[config.mk]
export PLATFORM = sky130hd
export DESIGN_NAME = joyport_conditioner
export DESIGN_NICKNAME = d
export VERILOG_FILES = /design/src/rtl/mega99_joy_pkg.sv /design/src/rtl/joyport_debounce.sv /design/src/rtl/joyport_conditioner.sv
export SDC_FILE = /design/constraint.sdc
export NUM_CORES = 1
export LEC_CHECK = 0
export ABC_AREA = 1
export BUFFER_PORTS_ARGS = -buffer_cell sky130_fd_sc_hd__buf_2
export CAP_MARGIN = 40
export CORE_ASPECT_RATIO = 1.5
export CORE_MARGIN = 2
export CORE_UTILIZATION = 50
export CTS_CLUSTER_DIAMETER = 50
export DETAILED_ROUTE_END_ITERATION = 6
export PLACE_DENSITY = 0.67
export SLEW_MARGIN = 20
export SYNTH_ARGS = -nofsm -noshare
export SYNTH_HDL_FRONTEND = slang
export SYNTH_HIERARCHICAL = 1
export SYNTH_SLANG_ARGS = --single-unit
[constraint.sdc]
create_clock -name clk -period 4.1 [get_ports clk]
set_clock_uncertainty 0.05 [all_clocks]
set_input_delay 0.82 -clock clk [delete_from_list [all_inputs] [get_ports clk]]
set_output_delay 0.82 -clock clk [all_outputs]
set_load 0.005 [all_outputs]
[src/rtl/mega99_joy_pkg.sv]
// Shared joystick definitions: line indices within a port and the default line count.
package mega99_joy_pkg;

  localparam int JOY_UP        = 0;
  localparam int JOY_DOWN      = 1;
  localparam int JOY_RIGHT     = 2;
  localparam int JOY_LEFT      = 3;
  localparam int JOY_FIRE      = 4;
  localparam int JOY_PORT_BITS = 5;

  // Counter width for a modulus of n; never narrower than one bit.
  function automatic int cnt_width(input int n);
    return (n < 2) ? 1 : $clog2(n);
  endfunction

endpackage

[src/rtl/joyport_debounce.sv]
// One joystick line: 2-flop synchroniser, inversion to active-high, and a
// stability counter that accepts a new level after DEBOUNCE_CYCLES agreeing samples.
module joyport_debounce
  import mega99_joy_pkg::*;
#(
  parameter int DEBOUNCE_CYCLES = 65536
) (
  input  logic clk,
  input  logic rst_n,
  input  logic pin_n,
  output logic stable
);

  localparam int DB_W = cnt_width(DEBOUNCE_CYCLES);
  localparam logic [DB_W-1:0] DB_LAST = DB_W'(DEBOUNCE_CYCLES - 1);

  logic [1:0]      sync_q;
  logic            sync_val;
  logic [DB_W-1:0] cnt;

  // Synchroniser idles high so an unplugged port reads as released.
  always_ff @(posedge clk or negedge rst_n) begin
    if (!rst_n) begin
      sync_q <= 2'b11;
    end else begin
      sync_q <= {sync_q[0], pin_n};
    end
  end

  assign sync_val = ~sync_q[1];

  always_ff @(posedge clk or negedge rst_n) begin
    if (!rst_n) begin
      stable <= 1'b0;
      cnt    <= '0;
    end else if (sync_val == stable) begin
      cnt <= '0;
    end else if (cnt == DB_LAST) begin
      stable <= sync_val;
      cnt    <= '0;
    end else begin
      cnt <= cnt + 1'b1;
    end
  end

endmodule

[src/rtl/joyport_conditioner.sv]
// Debounces NUM_PORTS joystick ports and registers the result with a change strobe.
// Autofire on the fire line is compiled in only when JOYPORT_AUTOFIRE_EN is defined.
module joyport_conditioner
  import mega99_joy_pkg::*;
#(
  parameter int NUM_PORTS       = 2,
  parameter int PORT_BITS       = JOY_PORT_BITS,
  parameter int DEBOUNCE_CYCLES = 65536,
  parameter int AUTOFIRE_HALF   = 2000000
) (
  input  logic                           clk,
  input  logic                           rst_n,
  input  logic [NUM_PORTS*PORT_BITS-1:0] joy_pin_n,
  input  logic [NUM_PORTS-1:0]           autofire_en,
  output logic [NUM_PORTS*PORT_BITS-1:0] joy,
  output logic                           joy_changed
);

  localparam int LINES    = NUM_PORTS * PORT_BITS;
  localparam int FIRE_BIT = PORT_BITS - 1;

  logic [LINES-1:0] stable;
  logic [LINES-1:0] joy_next;

  for (genvar i = 0; i < LINES; i++) begin : g_line
    joyport_debounce #(
      .DEBOUNCE_CYCLES(DEBOUNCE_CYCLES)
    ) u_debounce (
      .clk   (clk),
      .rst_n (rst_n),
      .pin_n (joy_pin_n[i]),
      .stable(stable[i])
    );
  end

`ifdef JOYPORT_AUTOFIRE_EN
  localparam int AF_W = cnt_width(AUTOFIRE_HALF);
  localparam logic [AF_W-1:0] AF_LAST = AF_W'(AUTOFIRE_HALF - 1);

  logic [AF_W-1:0]      af_cnt [NUM_PORTS];
  logic [NUM_PORTS-1:0] phase;

  // Phase parks at 1 whenever autofire is idle, so fire passes straight through.
  always_ff @(posedge clk or negedge rst_n) begin
    if (!rst_n) begin
      for (int p = 0; p < NUM_PORTS; p++) begin
        af_cnt[p] <= '0;
        phase[p]  <= 1'b1;
      end
    end else begin
      for (int p = 0; p < NUM_PORTS; p++) begin
        if (!stable[p*PORT_BITS+FIRE_BIT] || !autofire_en[p]) begin
          af_cnt[p] <= '0;
          phase[p]  <= 1'b1;
        end else if (af_cnt[p] == AF_LAST) begin
          af_cnt[p] <= '0;
          phase[p]  <= ~phase[p];
        end else begin
          af_cnt[p] <= af_cnt[p] + 1'b1;
        end
      end
    end
  end

  always_comb begin
    joy_next = stable;
    for (int p = 0; p < NUM_PORTS; p++) begin
      joy_next[p*PORT_BITS+FIRE_BIT] = stable[p*PORT_BITS+FIRE_BIT] & phase[p];
    end
  end
`else
  logic unused_autofire_en;
  assign unused_autofire_en = ^autofire_en;

  always_comb begin
    joy_next = stable;
  end
`endif

  always_ff @(posedge clk or negedge rst_n) begin
    if (!rst_n) begin
      joy         <= '0;
      joy_changed <= 1'b0;
    end else begin
      joy         <= joy_next;
      joy_changed <= |(joy_next ^ joy);
    end
  end

endmodule
* Word level (Yosys, flattened, before mapping)
Cells that the tools add are included.
** Word-level totals
- Bits in registers :: 201
- Logic and storage cells :: 114
- Output and inout port bits :: 11
** Cells by class
- Equal/unequal tests :: 20
- Bitwise gates (word level) :: 21
- Muxes and demuxes :: 20
- Reduce and logical (&&, ||, !) cells :: 11
- Add/subtract/negate cells :: 10
** Operator list (count)
- $mux W16 :: 20
- $add A16 B1 Y16 const B :: 10
- $eq A16 B16 Y1 const B :: 10
- $not A1 Y1 :: 20
- $reduce_and A2 Y1 :: 10
- $eq A1 B1 Y1 :: 10
- $reduce_or A10 Y1 :: 1
- $xor A10 B10 Y10 :: 1

* Longest topological paths before layout
Gate-level depths: netlist (run 1).
- Depth in word-level cells :: 4
- Mapped depth :: 8
- Gate-level depth less buffers :: 8

* By module
The synthesis (run 1) kept the hierarchy.
** By module, submodules not included
- joyport_debounce (g_line[1].u_debounce ...) :: times used 9, cells an instance 114, area an instance 988.4 um^2
- joyport_debounce (g_line[0].u_debounce) :: times used 1, cells an instance 113, area an instance 1004.7 um^2
- joyport_conditioner :: times used 1, cells an instance 56, area an instance 466.7 um^2

* Worst setup path after synthesis (run 1)
OpenSTA, ideal clock, no wires.
- Path type :: flip-flop to flip-flop
- From :: register g_line[1].u_debounce.cnt[0]
- To :: register g_line[1].u_debounce.cnt[11]
- Slack :: 2.758 ns
- Clock period less this slack :: 1.342 ns
- Setup time :: 0.120 ns
- Buffers on the path :: 0
- Arrival :: 1.172 ns
- Stages on the path, launching flop included :: 9
- Path through :: dfrtp_1 > ha_1 > nand3_2 > inv_2 > nand2_4 > nor2_2 > nand2_2 > nand2_4 > nor2_2
** Between the ends
- Longest elaborated chain between the ends :: 3
** Ends and longest elaborated chain
- start: declaration :: RTL line joyport_debounce.sv:19 : logic [DB_W-1:0] cnt;
- start signal: assignment :: RTL line joyport_debounce.sv:42 : cnt <= cnt + 1'b1;
- $add A16 B1 Y16 / $eq A16 B16 Y1 (equally long branches) :: RTL line joyport_debounce.sv:42, joyport_debounce.sv:38
- $mux W16 (*) :: RTL line joyport_debounce.sv:38 : end else if (cnt == DB_LAST) begin
- $mux W16 (*) :: RTL line joyport_debounce.sv:36 : end else if (sync_val == stable) begin
Every way passes the cells marked *; elsewhere a longest branch is shown, timed or not.
A chain may end at the register's enable or synchronous reset.

* Worst setup path after layout (run 1)
- From :: register joy[5]
- To :: output port joy[5]
** RTL lines
- start: declaration :: RTL line joyport_conditioner.sv:15 : output logic [NUM_PORTS*PORT_BITS-1:0] joy,
- start signal: assignment :: RTL line joyport_conditioner.sv:85 : joy <= joy_next;
No word-level cell between the ends.

==> metrics.md, run 1 <==
| Metric | Value |
|---|---|
| Reg2reg path depth | `8` |
| Yosys top cell area share | `43.7%` |
| Global Route Usage Sum | `17.8%` |
| Vias/cell | `4.82` |
| Max-cap viol count | `0` |
| Die Area | `0.0219 sq mm` |
| Share of layout cells above drive strength 1 | `23.6%` |
| Reported leakage power | `4.99 nW` |
| First-pass GRT wire length | `32800 um` |
| Largest family of logic cells by synthesized area | `simple AND/OR/NAND/NOR gates` |
| 1st-iter DRT viols | `263` |
| Post-Syn Area | `0.0104 sq mm` |
| Vias | `7344` |
| Clock root buffer | `clkbuf_16` |
| Status | `completed` |
| GR Util met1 | `21.1%` |
| Met3 Resource Use GR | `2.47%` |
| Buf/Inv on CP | `1` |
| Top cells by area, synth | `dfrtp_1 44%, nand2_1 11%, nor2_2 6.3%` |
| Complex-gate fraction of the synthesized area | `3.77%` |
| PostCTS Resize Cnt | `0` |
| Clock Latency Late Sink | `500 ps` |
| First-pass detailed-route iteration total | `4` |
| Die Ht | `180 um` |
| Mean Syn Cell Area | `8.68 sq um` |
| Fmax | `0.520 GHz` |
| Required time worst endpoint | `3230 ps` |
| Starting density of the core | `51.0%` |
| Final hold vios | `0` |
| Port bufs | `22` |
| Final Power | `4.30 mW` |
| Reg2reg setup slack | `2590 ps` |
| Crit share post-route | `46.9%` |
| Primary FF master, synth | `dfrtp_1` |
| Most common cell in the netlist | `nand2_1` |
| CTS tree | `done` |
| Clock Tree Buf Depth | `3` |
| CP endpoint kind | `primary output` |
| Drt wl/cell | `11.9 um` |
| Seq/Total Area, Yosys | `48.8%` |
| Vias in the first global route | `7464` |
| Cells after synthesis | `1195` |
| Clk slew on worst S/H paths | `60 ps` |
| Routability cong. | `0.811` |
| Top post-synthesis cells by count | `292 x nand2_1, 181 x dfrtp_1, 152 x nor2_1, 105 x inv_1, 104 x nor2_2` |
| Post-CTS Setup Inserts | `0` |
| R2R Path End | `g_line[6].u_debounce/cnt[11]$_DFF_PN0_` |
| Async SR Flop Fraction | `100%` |
| ANT cells | `0` |
| Post-DP HPWL | `13000 um` |
| Area delta synth->final | `12.5%` |
| Die width | `122 um` |
| GRT busiest layer | `met2` |
| RSZ-0062 raised after global routing | `no` |
| Mux share of post-synthesis cell area | `0%` |
| Fin crit period | `1920 ps` |
| NumNets Final | `1268` |
| H-tree levels | `1` |
| Hold_buf cts | `0` |
| YS warnings | `6` |
| Worst path slowest cell | `dfrtp_1` |
| Xor/xnor cell area share of the yosys netlist | `7.08%` |
| Core ar. | `0.0203 sq mm` |
| Post-route ant nets | `0` |
| PwrDens | `369 mW/mm^2` |
| Final setup TNS | `0 ps` |
| Critical R2R Launch | `g_line[6].u_debounce/cnt[0]$_DFF_PN0_` |
| Pin count of the biggest net entering global routing | `99` |
| Kind of critical path | `reg2out` |
| Site Rows | `64` |
| Post-synth top area cell | `dfrtp_1` |
| Fin. max-slew vios | `0` |
| Synthesized flop and latch total | `201` |
| Cell family with most CP delay | `flip-flops` |
| Total CTS buffers | `22` |
| Synthesized-area fraction occupied by adder cells | `1.21%` |
| Critical Path Start Type | `flip-flop` |
| Distinct cells, synth | `26` |
| Util after Layout | `57.3%` |
| Max incr delay on CP | `410 ps` |
| Post-synth EDFFs | `0` |
| Worst hold path type | `in2async` |
| Total clock sinks | `201` |
| Routed WL | `18200 um` |
| Initial antenna violation count | `0` |
| Crit path launch | `joy[5]$_DFF_PN0_` |
| Simple-gate share of the synthesized area | `34.7%` |
| VDD IR max | `0.265 mV` |
| Final setup fails | `0` |
| Grt ovf | `0` |
| CP cell instances | `buf_2` |
| Relative slew slack | `68.8%` |
| Crit path max fanout | `2` |
| M2 GR Usage | `32.4%` |
| Syn nets | `1219` |
| DR DRC count | `0` |
| Slew @ Worst Pin | `469 ps` |
| WP data arrival | `1050 ps` |
| Ports | `25` |
-- logic make-up after synthesis --
kind of cell | count (synthesis)
flip-flops | 201
buffers and inverters | 123
AO/OA/AOI/OAI | 61
AND/OR/NAND/NOR | 717
XOR/XNOR | 83
adder cells (fa/ha/maj) | 10
-- flip-flops by register name (all words and copies together) (netlist names) --
register / cells
joy_changed: 1
g_line.u_debounce/sync_q: 20
joy: 10
g_line.u_debounce/stable: 10
g_line.u_debounce/cnt: 160
-- layout by cell type (no fill, tap or decap), types with 10 or more instances in the layout --
cell and n:
xor2_1 50, dfstp_2 20, xnor2_1 32, o21bai_1 30, nand4_1 29, inv_1 105
nand3_2 10, nand2_1 292, inv_2 18, ha_1 10, nor2_4 28, nor2_2 104
buf_2 21, nand2_4 19, a21oi_1 10, nand3_1 41, dfrtp_1 181, clkbuf_16 22
o21ai_1 10, nand2_2 30, nor3_1 10, nor2_1 152
-- worst reg2reg max path, delay by kind of cell (launching register included) --
family,cells,cell delay (ps)
buffers and inverters,1,110
flip-flops,1,400
adder cells (fa/ha/maj),1,230
AND/OR/NAND/NOR,6,610
-- cell type report --
class,count,area (sq um)
Timing Repair Buffer,25,174
Tap cell,264,330
Inverter,123,462
Sequential cell,201,5050
Fill cell,1850,8680
Clock inverter,10,146
Multi-Input combinational cell,871,4850
Clock buffer,30,641
-- where the power goes --
part / switching [mW] / internal (mW)
clock: 0.801 / 1.29
combinational: 0.105 / 0.0473
sequential: 0.0311 / 2.03
total: 0.936 / 3.37
-- routing by layer --
layer / wire length (um) / share of wire (%)
met4: 451 / 2.5
met3: 528 / 2.9
met2: 9650 / 53
met5: 0 / 0
met1: 7570 / 42
-- worst max-delay path by stage --
stage / to / slack (ps) / cells after the start
after global routing: joy[5] / 2130 / 1
after detailed placement: g_line[2].u_debounce/sync_q[0]$_DFF_PN1_ / 2120 / 2
final: joy[5] / 2180 / 1
after CTS: joy[5] / 2150 / 1
after floorplan: g_line[1].u_debounce/cnt[11]$_DFF_PN0_ / 2760 / 8
after global placement: g_line[7].u_debounce/sync_q[0]$_DFF_PN1_ / 2110 / 2
-- metrics by stage --
step	setup WS [ps]	hold slack [ps]	std cells	instance area, sq um
final	2180	87.8	1524	11700
after global routing	2130	71.3	1524	11700
after CTS	2150	306	1523	11600
after detailed placement	2120	297	1483	10800
after global placement	2110	296	1483	10800
after floorplan	2760	295	1195	10400
Power figures use the tool's default switching activity.
==> run 2, diff against run 1 <==
clock period = 1.8 ns   (was 4.1 ns; I/O delays follow)
==> run 2 against run 1 <==
Power up 120%. Critical path depth increased by 7. Global-route usage down 0.25 points. Critical path type is now reg2reg. Cell area grew 0.47%. Register-to-register slack worse by 2300 ps. Worst setup slack worse by 1900 ps.
==> metrics.md, run 2 (synthesis results as in run 1) <==
| Metric | Value |
|---|---|
| Status | `completed` |
| NumNets Final | `1279 (+0.87%)` |
| Vias | `7426 (+1.1%)` |
| H-tree levels | `1 (unchanged)` |
| Pin count of the biggest net entering global routing | `65 (-34%)` |
| CTS tree | `done` |
| Crit share post-route | `84.3%` |
| Vias/cell | `4.84 (+0.46%)` |
| Area after DPL | `0.0109 sq mm (+0.30%)` |
| Final setup fails | `0 (unchanged)` |
| Wl on met1 | `7770 um (+2.7%)` |
| Port bufs | `22 (unchanged)` |
| ANT cells | `0 (unchanged)` |
| Vias in the first global route | `7492 (+0.38%)` |
| Post-route ant nets | `0 (unchanged)` |
| Share of layout cells above drive strength 1 | `23.1% (-0.42 points)` |
| Die Ht | `180 um (unchanged)` |
| Fmax | `0.659 GHz` |
| Total clock sinks | `201 (unchanged)` |
| Initial antenna violation count | `0 (unchanged)` |
| WP data arrival | `1850 ps (+800 ps)` |
| VDD IR max | `0.868 mV (+230%)` |
| Clock Tree Buf Depth | `3 (unchanged)` |
| Clock root buffer | `clkbuf_16` |
| Slew @ Worst Pin | `405 ps (-63.3 ps)` |
| Routed WL | `18400 um (+1.0%)` |
| Reg2reg setup slack | `280 ps (-2310 ps)` |
| Metal3 WL | `515 um (-2.5%)` |
| Global Route Usage Sum | `17.5% (-0.25 points)` |
| First-pass GRT wire length | `32600 um (-0.76%)` |
| Routability cong. | `0.805 (-0.73%)` |
| Die Area | `0.0219 sq mm (unchanged)` |
| Kind of critical path | `reg2reg` |
| Largest register by flop count | `g_line.u_debounce/cnt` |
| Critical Path End | `g_line[9].u_debounce/cnt[9]$_DFF_PN0_` |
| Fin crit period | `1520 ps` |
| Die width | `122 um (unchanged)` |
| Site Rows | `64 (unchanged)` |
| Drt wl/cell | `12.0 um (+0.35%)` |
| Reported leakage power | `5.01 nW (+0.24%)` |
| Max-cap viol count | `0 (unchanged)` |
| Reg2reg path depth | `8 (unchanged)` |
| Relative slew slack | `72.8% (+4.0 points)` |
| 1st-iter DRT viols | `207 (-21%)` |
| Core ar. | `0.0203 sq mm (unchanged)` |
| Post-CTS Setup Inserts | `0 (unchanged)` |
| Final hold vios | `0 (unchanged)` |
| Crit path launch | `g_line[9].u_debounce/cnt[0]$_DFF_PN0_` |
| CP endpoint kind | `flip-flop` |
| Commonest non-fill, non-tap cell in the layout | `nand2_1` |
| PwrDens | `810 mW/mm^2 (+120%)` |
| Post-DP HPWL | `13200 um (+2.1%)` |
| PostCTS Resize Cnt | `0 (unchanged)` |
| Crit path max fanout | `9 (+7)` |
| Required time worst endpoint | `2130 ps (-1100 ps)` |
| Largest regs | `g_line.u_debounce/cnt x160, g_line.u_debounce/sync_q x20` |
| Max reg flops | `160 (unchanged)` |
| Register area | `0.00505 sq mm (unchanged)` |
| Top Layer Used | `met4` |
| Clk slew on worst S/H paths | `60 ps (about the same)` |
| Critical R2R Launch | `g_line[9].u_debounce/cnt[0]$_DFF_PN0_` |
| Hold_buf cts | `11 (+11)` |
| Worst hold path type | `in2async` |
| DR DRC count | `0 (unchanged)` |
| Total CTS buffers | `22 (unchanged)` |
| Critical Path Start Type | `flip-flop` |
| Ports | `25 (unchanged)` |
| Footprint of the multi-input gates | `0.00485 sq mm (unchanged)` |
| RSZ-0062 raised after global routing | `no` |
| Clock Latency Late Sink | `490 ps (about the same)` |
| Grt ovf | `0 (unchanged)` |
| First-pass detailed-route iteration total | `4 (unchanged)` |
| R2R Path End | `g_line[9].u_debounce/cnt[9]$_DFF_PN0_` |
| Layout fillers | `1867 (+0.92%)` |
| Final setup TNS | `0 ps (unchanged)` |
| Area delta synth->final | `13.0%` |
| Met2 routed WL | `9750 um (+1.0%)` |
| Fin. max-slew vios | `0 (unchanged)` |
| Most frequent cells in the layout | `292 x nand2_1, 181 x dfrtp_1, 152 x nor2_1` |
| Starting density of the core | `51.0% (unchanged)` |
| Final Cell Area | `0.0117 sq mm (+0.47%)` |
==> run 2: cell types whose count changed in the layout (fill, tap and decap cells not counted), sizes merged <==
cell,previous run,this run
dlygate4sd3,0,11
bufinv,3,1
clkinv,4,5
clkbuf,31,32
clkinvlp,1,2
inv,125,123
==> run 2: layout make-up <==
cell class	count	share of cell area [%]
Clock inverter	8	0.694
Timing Repair Buffer	36	2.47
Multi-Input combinational cell	871	41.4
Tap cell	264	2.82
Sequential cell	201	43.2
Inverter	123	3.94
Clock buffer	31	5.51
==> run 2: layer usage <==
layer | up-vias | GRT usage, %
met4 | 0 | 4.87
met5 | - | 0
met3 | 25 | 2.53
li1 | 3834 | -
met2 | 49 | 33.1
met1 | 3518 | 20.2
==> run 2: through the flow <==
stage               hold slack (ps)  setup slack, ps  util, %  std cells  total power, mW
floorplan                      14.4              458        -       1195             4.95
detailed placement              198              274     53.5       1484             5.13
global placement                200              299     53.5       1484             5.12
finish                          247              282     57.6       1534             9.49
global route                    254              159     57.6       1534             9.90
CTS                             243              261     57.6       1534             9.67
==> run 2: report_power, final <==
part / internal [mW] / total [mW] / switching (mW)
logic: 0.125 / 0.368 / 0.243
clock network: 2.65 / 4.44 / 1.78
registers: 4.61 / 4.68 / 0.0698
==> run 2: how the worst min path moves through the flow <==
stage	startpoint	endpoint	slack, ps	cells after the start
final	rst_n	g_line[7].u_debounce/cnt[12]$_DFF_PN0_	250	2
after global placement	rst_n	g_line[7].u_debounce/cnt[12]$_DFF_PN0_	200	1
after global routing	rst_n	g_line[2].u_debounce/cnt[9]$_DFF_PN0_	250	2
after floorplan	rst_n	g_line[0].u_debounce/cnt[0]$_DFF_PN0_	10	0
after CTS	rst_n	g_line[7].u_debounce/cnt[12]$_DFF_PN0_	240	2
after detailed placement	rst_n	g_line[7].u_debounce/cnt[12]$_DFF_PN0_	200	1
==> run 2: worst max-delay path: stages, from the launching register on <==
cell	delay, ps
dfrtp_1	410
ha_1	220
nand3_2	140
inv_2	110
nand2_4	70
nor2_2	100
nand2_2	90
nand2_4	170
nor2_2	60
==> run 3, diff against run 2 <==
ABC_AREA = 0   (was 1)
clock period = 1.5 ns   (was 1.8 ns; I/O delays follow)
==> run 3 against run 2 <==
The run now ends with negative setup slack left. Critical path depth shrank 4. Flip-flop and latch count is the same. Critical path type unchanged. Synthesized cell count shrank 26%. Maximum frequency shrank 9.0%. Largest power group unchanged.
==> metrics.md, run 3 <==
| Metric | Value |
|---|---|
| Crit share post-route | `111% (+27 points)` |
| Status | `finished, violations left` |
| Worst path slowest cell | `or4_4` |
| Post-route ant nets | `0 (unchanged)` |
| Grt ovf | `0 (unchanged)` |
| Async SR Flop Fraction | `100% (unchanged)` |
| VDD IR max | `0.909 mV (+4.8%)` |
| Relative slew slack | `73.2% (+0.42 points)` |
| Kind of critical path | `reg2reg` |
| 1st-iter DRT viols | `283 (+37%)` |
| Top cells by area, synth | `dfrtp_1 50%, xnor2_1 8.9%, nor2_1 6.5%` |
| Placed cells | `1295 (-13%)` |
| Fin. max-slew vios | `0 (unchanged)` |
| Area after DPL | `0.0111 sq mm (+1.8%)` |
| Vias | `7401 (-0.34%)` |
| Failing checks | `negative setup slack` |
| Cells after synthesis | `881 (-26%)` |
| Fin crit period | `1670 ps (+150 ps)` |
| Largest regs | `g_line.u_debounce/cnt x160, g_line.u_debounce/sync_q x20` |
| Crit path max fanout | `5 (-4)` |
| Die width | `114 um (-5.9%)` |
| Core ar. | `0.0179 sq mm (-12%)` |
| Max incr delay on CP | `520 ps (+110 ps)` |
| Mean Syn Cell Area | `10.4 sq um (+20%)` |
| YS warnings | `6 (unchanged)` |
| Slew @ Worst Pin | `402 ps (-3.39 ps)` |
| Util after Layout | `74.3% (+17 points)` |
| Worst hold path type | `in2async` |
| First-pass detailed-route iteration total | `4 (unchanged)` |
| NumNets Final | `1184 (-7.4%)` |
| CTS tree | `done` |
| Distinct cells, synth | `28 (+7.7%)` |
| Slack of the critical path | `-168 ps (-450 ps)` |
| Primary FF master, synth | `dfrtp_1` |
| Share of layout cells above drive strength 1 | `44.6% (+21 points)` |
| Vias in the first global route | `7818 (+4.4%)` |
| Synthesized flop and latch total | `201 (unchanged)` |
| Ports | `25 (unchanged)` |
| Top post-synthesis cells by count | `181 x dfrtp_1, 159 x nor2_1, 93 x xnor2_1, 49 x inv_1, 41 x nand2_1` |
| ANT cells | `0 (unchanged)` |
| Die Area | `0.0194 sq mm (-12%)` |
| Largest register by flop count | `g_line.u_debounce/cnt` |
| Post-DP HPWL | `12900 um (-2.3%)` |
| Die Ht | `170 um (-6.0%)` |
| RSZ-0062 raised after global routing | `yes` |
| Reg2reg path depth | `4 (-4)` |
| Port bufs | `22 (unchanged)` |
| Area delta synth->final | `45.9%` |
| Final Cell Area | `0.0133 sq mm (+14%)` |
| Post-Syn Area | `0.00914 sq mm (-12%)` |
| Post-synth top area cell | `dfrtp_1` |
| Syn nets | `905 (-26%)` |
| Commonest non-fill, non-tap cell in the layout | `buf_4` |
| DR DRC count | `0 (unchanged)` |
| Site Rows | `60 (-6.3%)` |
| Reg2reg setup slack | `-170 ps (-450 ps)` |
| Buf/Inv on CP | `0 (-1)` |
| Routability cong. | `0.774 (-3.8%)` |
| Final setup fails | `111 (+111)` |
| Max-cap viol count | `0 (unchanged)` |
| Post-synth EDFFs | `0 (unchanged)` |
| Routed WL | `21000 um (+14%)` |
| Max reg flops | `160 (unchanged)` |
| Cell family with most CP delay | `simple AND/OR/NAND/NOR gates` |
| Total CTS buffers | `21 (-4.5%)` |
| Final hold vios | `0 (unchanged)` |
| Pin count of the biggest net entering global routing | `43 (-34%)` |
| H-tree levels | `1 (unchanged)` |
| WP data arrival | `2030 ps (+180 ps)` |
| Fmax | `0.600 GHz (-9.0%)` |
| Reported leakage power | `5.92 nW (+18%)` |
| Final cell count without fillers | `1391 (-9.3%)` |
| R2R Path End | `g_line[7].u_debounce/cnt[15]$_DFF_PN0_` |
| Layout fillers | `1199 (-36%)` |
| Total clock sinks | `201 (unchanged)` |
| Required time worst endpoint | `1860 ps (-270 ps)` |
| Drt wl/cell | `15.1 um (+26%)` |
| Global Route Usage Sum | `21.2% (+3.7 points)` |
| Register area | `0.00506 sq mm (about the same)` |
| Critical Path Start Type | `flip-flop` |
| Starting density of the core | `50.9% (about the same)` |
| Most common cell in the netlist | `dfrtp_1` |
| CP endpoint kind | `flip-flop` |
| First-pass GRT wire length | `34300 um (+5.1%)` |
| Most frequent cells in the layout | `190 x buf_4, 179 x dfrtp_1, 87 x xnor2_1` |
| Footprint of the multi-input gates | `0.00484 sq mm (-0.21%)` |
| Yosys top cell area share | `49.6% (+5.9 points)` |
| Critical R2R Launch | `g_line[7].u_debounce/cnt[1]$_DFF_PN0_` |
| Clk slew on worst S/H paths | `70 ps (about the same)` |
| Initial antenna violation count | `0 (unchanged)` |
| Clock root buffer | `clkbuf_16` |
| Crit path launch | `g_line[7].u_debounce/cnt[1]$_DFF_PN0_` |
| Clock Latency Late Sink | `500 ps (about the same)` |
| Clock Tree Buf Depth | `3 (unchanged)` |
| CP cell instances | `nand3_2, or4_4, or3_1, a21oi_2` |
| Seq/Total Area, Yosys | `55.3% (+6.6 points)` |
| Vias/cell | `5.32 (+9.9%)` |
| PwrDens | `863 mW/mm^2 (+6.5%)` |
run 3: cell count changes after synthesis, sizes merged, moves of 12 or more:
cell and delta:
nor4 +23, xor2 -12, a21oi +19, nand2 -301
or3 +28, xnor2 +60, inv -74, nor2 -125
and3 +18, o21bai -31
run 3: kinds of logic (layout without fill, tap and decap cells):
| kind of cell | count (synthesis) | in the layout | share of synthesized area (%) |
|---|---|---|---|
| xor+xnor | 131 | 131 | 12.6 |
| mux | 10 | 10 | 1.10 |
| buf+inv | 59 | 352 | 2.56 |
| flops | 201 | 201 | 55.3 |
| fa+ha+maj | 10 | 10 | 1.37 |
| compound gates | 68 | 68 | 4.30 |
| simple gates | 402 | 402 | 22.8 |
run 3: final cells by class:
| type | instances | share of cell area (%) |
|---|---|---|
| tap | 217 | 2.04 |
| clock buffer | 30 | 4.64 |
| sequential | 201 | 37.9 |
| multi-input combinational | 621 | 36.3 |
| timing repair buffer | 266 | 17.2 |
| inverter | 49 | 1.38 |
| clock inverter | 7 | 0.497 |
run 3: worst max-delay path by stage:
stage	cells past startpoint	slack, ps	endpoint
floorplan	4	-80	g_line[1].u_debounce/cnt[13]$_DFF_PN0_
global placement	4	-100	g_line[2].u_debounce/cnt[13]$_DFF_PN0_
detailed placement	4	-140	g_line[2].u_debounce/cnt[13]$_DFF_PN0_
CTS	4	-130	g_line[5].u_debounce/cnt[13]$_DFF_PN0_
global route	5	-240	g_line[3].u_debounce/cnt[15]$_DFF_PN0_
finish	4	-170	g_line[7].u_debounce/cnt[15]$_DFF_PN0_
run 3: per-layer routing:
layer	track usage, %	vias up	share of wire, %
li1	-	3594	-
met1	23.1	3685	38
met2	41.4	88	57
met3	2.96	34	2.7
met4	6.36	0	1.8
met5	0	-	0
run 3: where the power goes:
group | total [mW] | switching, mW | internal (mW)
Combinational | 0.760 | 0.396 | 0.364
Clock | 5.12 | 2.08 | 3.04
Sequential | 5.62 | 0.0814 | 5.54
run 3: what timing repair did:
| item | in CTS | in global routing |
|---|---|---|
| endpoints found under the setup margin | 138 | 163 |
| buffers inserted | 32 | 19 |
| pin swaps | 78 | 72 |
| hold endpoints to repair | 44 | 0 |
| cloned | 4 | 3 |
| hold buffers | 11 | 0 |
| resized for setup | 93 | 154 |
run 3: metrics by stage:
step	setup WS, ps	setup TNS (ps)	total power [mW]	hold slack, ps
after floorplan	-75.7	-1230	5.91	-45.6
after global placement	-95.7	-2290	6.27	223
after detailed placement	-141	-3980	6.28	220
after CTS	-129	-5470	11.6	265
after global routing	-236	-19240	12.0	286
final	-168	-7630	11.5	270
